$ cat config.mk
export PLATFORM = sky130hd
export DESIGN_NAME = multicycle_control
export DESIGN_NICKNAME = d
export VERILOG_FILES = /design/src/rtl/pa_riscv_pkg.sv /design/src/rtl/alu_decoder.sv /design/src/rtl/multicycle_control.sv
export SDC_FILE = /design/constraint.sdc
export NUM_CORES = 1
export LEC_CHECK = 0
export BUFFER_PORTS_ARGS = -buffer_cell sky130_fd_sc_hd__buf_2
export CORE_AREA = 4 4 48 50
export CTS_BUF_LIST = sky130_fd_sc_hd__clkbuf_8
export CTS_CLUSTER_DIAMETER = 200
export DETAILED_ROUTE_END_ITERATION = 12
export DIE_AREA = 0 0 52 54
export GPL_TIMING_DRIVEN = 0
export HOLD_SLACK_MARGIN = 0.15
export MAX_ROUTING_LAYER = met4
export PLACE_DENSITY = 0.65
export SKIP_CTS_REPAIR_TIMING = 1
export SLEW_MARGIN = 20
export SYNTH_ARGS = -nofsm -noshare
export SYNTH_HDL_FRONTEND = slang
export SYNTH_HIERARCHICAL = 1
export SYNTH_SLANG_ARGS = --single-unit
$ cat constraint.sdc
create_clock -name i_clk -period 3.6 [get_ports i_clk]
set_input_delay 0.18 -clock i_clk [delete_from_list [all_inputs] [get_ports i_clk]]
set_output_delay 0.18 -clock i_clk [all_outputs]
set_load 0.02 [all_outputs]
$ cat src/rtl/pa_riscv_pkg.sv
// Shared RV32I definitions: opcodes, control-unit state and datapath select encodings.
package pa_riscv;

  localparam logic [6:0] OP_LW         = 7'b0000011;
  localparam logic [6:0] OP_SW         = 7'b0100011;
  localparam logic [6:0] OP_R_TYPE_ALU = 7'b0110011;
  localparam logic [6:0] OP_B_TYPE     = 7'b1100011;
  localparam logic [6:0] OP_I_TYPE_ALU = 7'b0010011;
  localparam logic [6:0] OP_JAL        = 7'b1101111;

  typedef enum logic [3:0] {
    S_FETCH    = 4'd0,
    S_DECODE   = 4'd1,
    S_MEMADR   = 4'd2,
    S_MEMREAD  = 4'd3,
    S_MEMWB    = 4'd4,
    S_MEMWRITE = 4'd5,
    S_EXECUTER = 4'd6,
    S_EXECUTEI = 4'd7,
    S_ALUWB    = 4'd8,
    S_BEQ      = 4'd9,
    S_JAL      = 4'd10,
    S_ILLEGAL  = 4'd11
  } state_e;

  typedef enum logic [1:0] {IMM_I = 2'b00, IMM_S = 2'b01, IMM_B = 2'b10, IMM_J = 2'b11} imm_src_e;
  typedef enum logic [1:0] {SRCA_PC = 2'b00, SRCA_OLDPC = 2'b01, SRCA_RD1 = 2'b10} alu_src_a_e;
  typedef enum logic [1:0] {SRCB_RD2 = 2'b00, SRCB_IMM = 2'b01, SRCB_FOUR = 2'b10} alu_src_b_e;
  typedef enum logic [1:0] {RES_ALUOUT = 2'b00, RES_READDATA = 2'b01, RES_ALURESULT = 2'b10} result_src_e;
  typedef enum logic [1:0] {ALUOP_ADD = 2'b00, ALUOP_SUB = 2'b01, ALUOP_FUNCT = 2'b10} alu_op_e;
  typedef enum logic [2:0] {
    ALU_ADD = 3'b000,
    ALU_SUB = 3'b001,
    ALU_AND = 3'b010,
    ALU_OR  = 3'b011,
    ALU_SLT = 3'b101
  } alu_ctrl_e;

  // Immediate format depends only on the opcode, so it is valid in every state.
  function automatic imm_src_e imm_src_of(input logic [6:0] opcode);
    case (opcode)
      OP_SW:     return IMM_S;
      OP_B_TYPE: return IMM_B;
      OP_JAL:    return IMM_J;
      default:   return IMM_I;
    endcase
  endfunction

endpackage

$ cat src/rtl/alu_decoder.sv
// Maps the controller's ALUOp plus instruction funct fields onto the ALU operation code.
module alu_decoder
  import pa_riscv::*;
(
  input  alu_op_e    i_aluOp,
  input  logic [2:0] i_funct3,
  input  logic       i_funct7b5,
  input  logic       i_opcode5,
  output logic [2:0] o_aluControl
);

  alu_ctrl_e alu_ctrl;

  // Fixed add/sub requests pass straight through; funct requests decode funct3.
  // instr[30] only selects sub for register-register ops (opcode[5]=1), never for addi.
  always_comb begin
    alu_ctrl = ALU_ADD;
    case (i_aluOp)
      ALUOP_SUB: alu_ctrl = ALU_SUB;
      ALUOP_FUNCT: begin
        case (i_funct3)
          3'b000:  alu_ctrl = (i_funct7b5 & i_opcode5) ? ALU_SUB : ALU_ADD;
          3'b010:  alu_ctrl = ALU_SLT;
          3'b110:  alu_ctrl = ALU_OR;
          3'b111:  alu_ctrl = ALU_AND;
          default: alu_ctrl = ALU_ADD;
        endcase
      end
      default: alu_ctrl = ALU_ADD;
    endcase
  end

  assign o_aluControl = alu_ctrl;

endmodule

$ cat src/rtl/multicycle_control.sv
// Main FSM of the multicycle RV32I core: sequences the shared datapath per instruction.
module multicycle_control
  import pa_riscv::*;
(
  input  logic       i_clk,
  input  logic       i_rst_n,
  input  logic [6:0] i_opcode,
  input  logic [2:0] i_funct3,
  input  logic       i_funct7b5,
  input  logic       i_zero,
  input  logic       i_memReady,
  output logic       o_pcWrite,
  output logic       o_adrSrc,
  output logic       o_memWrite,
  output logic       o_irWrite,
  output logic       o_regWrite,
  output logic [1:0] o_resultSrc,
  output logic [1:0] o_aluSrcA,
  output logic [1:0] o_aluSrcB,
  output logic [1:0] o_immSrc,
  output logic [2:0] o_aluControl,
  output logic       o_retire,
  output logic       o_illegal
);

  state_e      state_q, state_d;
  alu_op_e     alu_op;
  alu_src_a_e  src_a;
  alu_src_b_e  src_b;
  result_src_e result_src;
  logic        adr_src, pc_update, branch, ir_write, mem_write, reg_write, retire, illegal;

  // State register; reset returns to FETCH at once, abandoning any instruction in flight.
  always_ff @(posedge i_clk or negedge i_rst_n) begin
    if (!i_rst_n) state_q <= S_FETCH;
    else          state_q <= state_d;
  end

  // Next state and raw per-state control values.
  always_comb begin
    state_d    = state_q;
    alu_op     = ALUOP_ADD;
    src_a      = SRCA_PC;
    src_b      = SRCB_RD2;
    result_src = RES_ALUOUT;
    adr_src    = 1'b0;
    pc_update  = 1'b0;
    branch     = 1'b0;
    ir_write   = 1'b0;
    mem_write  = 1'b0;
    reg_write  = 1'b0;
    retire     = 1'b0;
    illegal    = 1'b0;
    case (state_q)
      S_FETCH: begin
        src_b      = SRCB_FOUR;
        result_src = RES_ALURESULT;
        if (i_memReady) begin
          ir_write  = 1'b1;
          pc_update = 1'b1;
          state_d   = S_DECODE;
        end
      end
      S_DECODE: begin
        // Branch/jump target OldPC+imm is parked in ALUOut here.
        src_a = SRCA_OLDPC;
        src_b = SRCB_IMM;
        case (i_opcode)
          OP_LW, OP_SW:  state_d = S_MEMADR;
          OP_R_TYPE_ALU: state_d = S_EXECUTER;
          OP_I_TYPE_ALU: state_d = S_EXECUTEI;
          OP_B_TYPE:     state_d = S_BEQ;
          OP_JAL:        state_d = S_JAL;
          default:       state_d = S_ILLEGAL;
        endcase
      end
      S_MEMADR: begin
        src_a   = SRCA_RD1;
        src_b   = SRCB_IMM;
        state_d = (i_opcode == OP_LW) ? S_MEMREAD : S_MEMWRITE;
      end
      S_MEMREAD: begin
        adr_src = 1'b1;
        if (i_memReady) state_d = S_MEMWB;
      end
      S_MEMWB: begin
        result_src = RES_READDATA;
        reg_write  = 1'b1;
        retire     = 1'b1;
        state_d    = S_FETCH;
      end
      S_MEMWRITE: begin
        adr_src   = 1'b1;
        mem_write = 1'b1;
        if (i_memReady) begin
          retire  = 1'b1;
          state_d = S_FETCH;
        end
      end
      S_EXECUTER: begin
        src_a   = SRCA_RD1;
        alu_op  = ALUOP_FUNCT;
        state_d = S_ALUWB;
      end
      S_EXECUTEI: begin
        src_a   = SRCA_RD1;
        src_b   = SRCB_IMM;
        alu_op  = ALUOP_FUNCT;
        state_d = S_ALUWB;
      end
      S_ALUWB: begin
        reg_write = 1'b1;
        retire    = 1'b1;
        state_d   = S_FETCH;
      end
      S_BEQ: begin
        src_a   = SRCA_RD1;
        alu_op  = ALUOP_SUB;
        branch  = 1'b1;
        retire  = 1'b1;
        state_d = S_FETCH;
      end
      S_JAL: begin
        // PC takes the target from ALUOut while the ALU forms OldPC+4 for rd.
        src_a     = SRCA_OLDPC;
        src_b     = SRCB_FOUR;
        pc_update = 1'b1;
        state_d   = S_ALUWB;
      end
      S_ILLEGAL: begin
        illegal = 1'b1;
        state_d = S_ILLEGAL;
      end
      default: state_d = S_FETCH;
    endcase
  end

  alu_decoder u_alu_decoder (
    .i_aluOp      (alu_op),
    .i_funct3     (i_funct3),
    .i_funct7b5   (i_funct7b5),
    .i_opcode5    (i_opcode[5]),
    .o_aluControl (o_aluControl)
  );

  // Enables are gated by reset directly so they drop the instant reset asserts.
  assign o_pcWrite   = i_rst_n & (pc_update | (branch & i_zero));
  assign o_irWrite   = i_rst_n & ir_write;
  assign o_memWrite  = i_rst_n & mem_write;
  assign o_regWrite  = i_rst_n & reg_write;
  assign o_retire    = i_rst_n & retire;
  assign o_illegal   = i_rst_n & illegal;
  assign o_adrSrc    = adr_src;
  assign o_resultSrc = result_src;
  assign o_aluSrcA   = src_a;
  assign o_aluSrcB   = src_b;
  assign o_immSrc    = imm_src_of(i_opcode);

endmodule

==> flow_metrics.py <==
metrics = {
    "routing": {
        "routed-via-count": 851,
        "wl_per_cell_um": 12.2,
        "firstDrtPassIters": 4,
        "antenna_left": 0,
        "drt_first_iter_violations": 16,
        "postRouteWirelength_um": 1970,
        "drt-vias-per-instance": 5.29,
        "drc": 0,
    },
    "worst_setup_path": {
        "start_kind": "flop",
        "worstSetupPathType": "reg -> out",
        "setup.worst_path.end_class": "primary output",
        "worst-path-max-fanout": 10,
        "required_ps": 3420,
        "wp_data_arrival_ps": 2170,
    },
    "cts": {
        "max-clock-path-buffers": 2,
        "clock_latency_ps": 210,
        "cts_made_buffers": 3,
        "cts_max_level": 1,
        "cts_root_buf": "clkbuf_8",
        "clkTransAtPathRegs_ps": 30,
        "tritoncts_clock_tree": "built",
        "number_of_clock_sinks": 4,
    },
    "run": {
        "drv.max_cap_violation_count": 0,
    },
    "pwr": {
        "cellPowerDensity_nw_per_um2": 684,
        "irDropWorstVdd_v": 0.000356,
        "static-leakage-power_nw": 0.445,
    },
    "status": {
        "outcome": "complete, no violations",
    },
    "synth": {
        "post_synthesis_instance_total": 98,
        "synth.net_count": 115,
        "yosysWarnings": 6,
        "synth.avg_cell_area_um2": 7.21,
        "synthDistinctLibCells": 43,
        "synth_area_leaders": "dfrtp_1, nor2_1, nand2_1, xnor2_1, ha_1",
        "synth_top_area_share_pct": 14.2,
        "seq_area_frac_synth_pct": 14.2,
        "post_synth_instance_area_um2": 707,
        "synth.ff_latch_count": 4,
        "yosys.area.top_type": "dfrtp_1",
    },
    "placed_design": {
        "gpl.final_weighted_congestion": 0.892,
        "dp_worst_setup_slack_ps": 1460,
        "post-place-cells": 157,
        "hpwl_after_detailed_placement_um": 1570,
        "portBuffers": 32,
    },
    "finish": {
        "layout_common_cells": "buf_2, nor2_1, nand2_1",
        "flip_flop_count_of_the_largest_register_all_copies_and_words_added": 4,
        "multi_input_comb_area_um2": 557,
        "largest_registers_ranked_by_flip_flop_count": "state_q (4)",
        "layout_commonest_cell": "buf_2",
        "final.fill_count": 204,
        "regArea_um2": 100,
        "finish.cell_count_without_fillers": 161,
        "largest_register": "state_q",
        "drive_above_1_share_pct": 34.3,
        "areaGrowthSynthToFinish_pct": 34.7,
        "final_net_count": 153,
        "antenna_cells_inserted": 0,
    },
    "die": {
        "ioPinCount": 33,
        "floorplan.die.width_um": 52,
        "design.die.area_um2": 2810,
        "fp.coreArea_um2": 1900,
        "floorplan.die.height_um": 54,
        "fp-row-count": 16,
        "starting_density_pct": 37.2,
    },
    "global_route": {
        "number_of_antenna_violations_at_the_first_check_in_global_routing": 0,
        "grt_usage_pct": 15.0,
        "first_pass_grt_wire_length_um": 3220,
        "via_count_of_the_first_global_routing_pass": 813,
        "grt_start_max_net_pins": 11,
        "grt-ovfl-total": 0,
    },
    "sta": {
        "fin_setup_tns_ps": 0,
        "postLayoutSetupSlackWorst_ps": 1250,
        "finalMaxSlewViolations": 0,
        "finalCriticalPeriod_ps": 2350,
        "final-setup-viol-count": 0,
        "post_route_fraction_of_the_period_consumed_by_the_critical_path_pct": 65.3,
        "report.final.hold_viol_count": 0,
        "rsz0062_at_grt": "false",
        "clock.fmax_ghz": 0.425,
        "worst_pin_slew_ps": 421,
        "slew_headroom_pct": 72.0,
        "final.setup_skew_ps": 1.14,
    },
    "hold_path": {
        "hold_path.class": "in -> reg",
    },
}
==> routing by layer <==
metal / part of all wire [%] / track usage, % / wire, µm
met5: 0 / - / 0
met4: 0 / 3.93 / 0
met1: 46 / 18.0 / 914
met3: 5.6 / 1.11 / 111
met2: 48 / 27.2 / 944
==> logic make-up (layout without fill, tap and decap cells) <==
| family | count (synthesis) | in the layout | synth area share [%] |
|---|---|---|---|
| AOI/OAI and AO/OA | 21 | 21 | 23.0 |
| DFF | 4 | 4 | 14.2 |
| and+or+nand+nor | 56 | 56 | 47.1 |
| muxes | 1 | 1 | 1.42 |
| xor gates and xnor gates | 3 | 3 | 3.72 |
| buffers and inverters | 11 | 47 | 7.08 |
| adders and majority gates | 2 | 2 | 3.54 |
==> layout make-up <==
cell class	count	area share (%)
multi-input cells	83	58.5
repair buffers	33	17.9
flip-flops and latches	4	10.5
clock buffers	3	4.34
well taps	27	3.55
plain buffers	6	3.29
inverters	5	1.97
==> worst max-delay path, cell delays in order, from the launching register on <==
cell and delay (ps):
dfrtp_1 330, clkbuf_1 310, nor2b_1 270, and2_1 200
inv_1 50, ha_1 320, nor4b_1 270, buf_2 210
==> cells in the mapped netlist <==
cell type and n:
nor2_1 13, nand2_1 8, inv_1 5, a21oi_1 4, clkbuf_1 4, dfrtp_1 4, nand2b_1 4, and3_1 3
nand3_1 3, nor2b_1 3, nor3_1 3, nor3b_1 3, o21bai_1 3, or2_2 3, xnor2_1 3, a31oi_1 2
ha_1 2, or4_1 2, or4b_1 2, a21boi_0 1, a221oi_2 1, a22oi_1 1, a32o_1 1, and2_1 1
and4_2 1, and4b_1 1, and4b_2 1, buf_2 1, buf_6 1, mux2i_1 1, nand2b_4 1, nand3b_1 1
nor4b_1 1, o211ai_2 1, o21a_1 1, o21ai_0 1, o22a_1 1, o22ai_1 1, o311a_1 1, o32ai_1 1
o41ai_1 1, or3_1 1, or3_4 1
==> per-stage QoR <==
step / power, mW / instance area, µm² / utilization, % / hold WS (ps)
floorplan: 0.434 / 707 / - / -116
finish: 0.651 / 952 / 50.1 / 215
detailed placement: 0.557 / 901 / 47.4 / 18.2
CTS: 0.652 / 942 / 49.5 / -208
global route: 0.708 / 952 / 50.1 / 240
global placement: 0.551 / 901 / 47.4 / 17.3
==> final timing paths <==
path	slack [ps]	end	cells past startpoint	from
setup / recovery	1250	o_aluControl[2]	7	state_q[0]
hold / removal	210	state_q[1]	2	i_opcode[4]
setup reg to reg	1910	state_q[1]	5	state_q[0]
hold reg to reg	680	state_q[1]	2	state_q[2]
max in group asynchronous	3110	state_q[1]	2	i_rst_n
min in group asynchronous	330	state_q[2]	2	i_rst_n
==> power by group <==
part	switching (mW)	internal [mW]
sequential	0.0158	0.0626
clock	0.0210	0.0711
combinational	0.287	0.193
(Power assumes the default switching activity.)
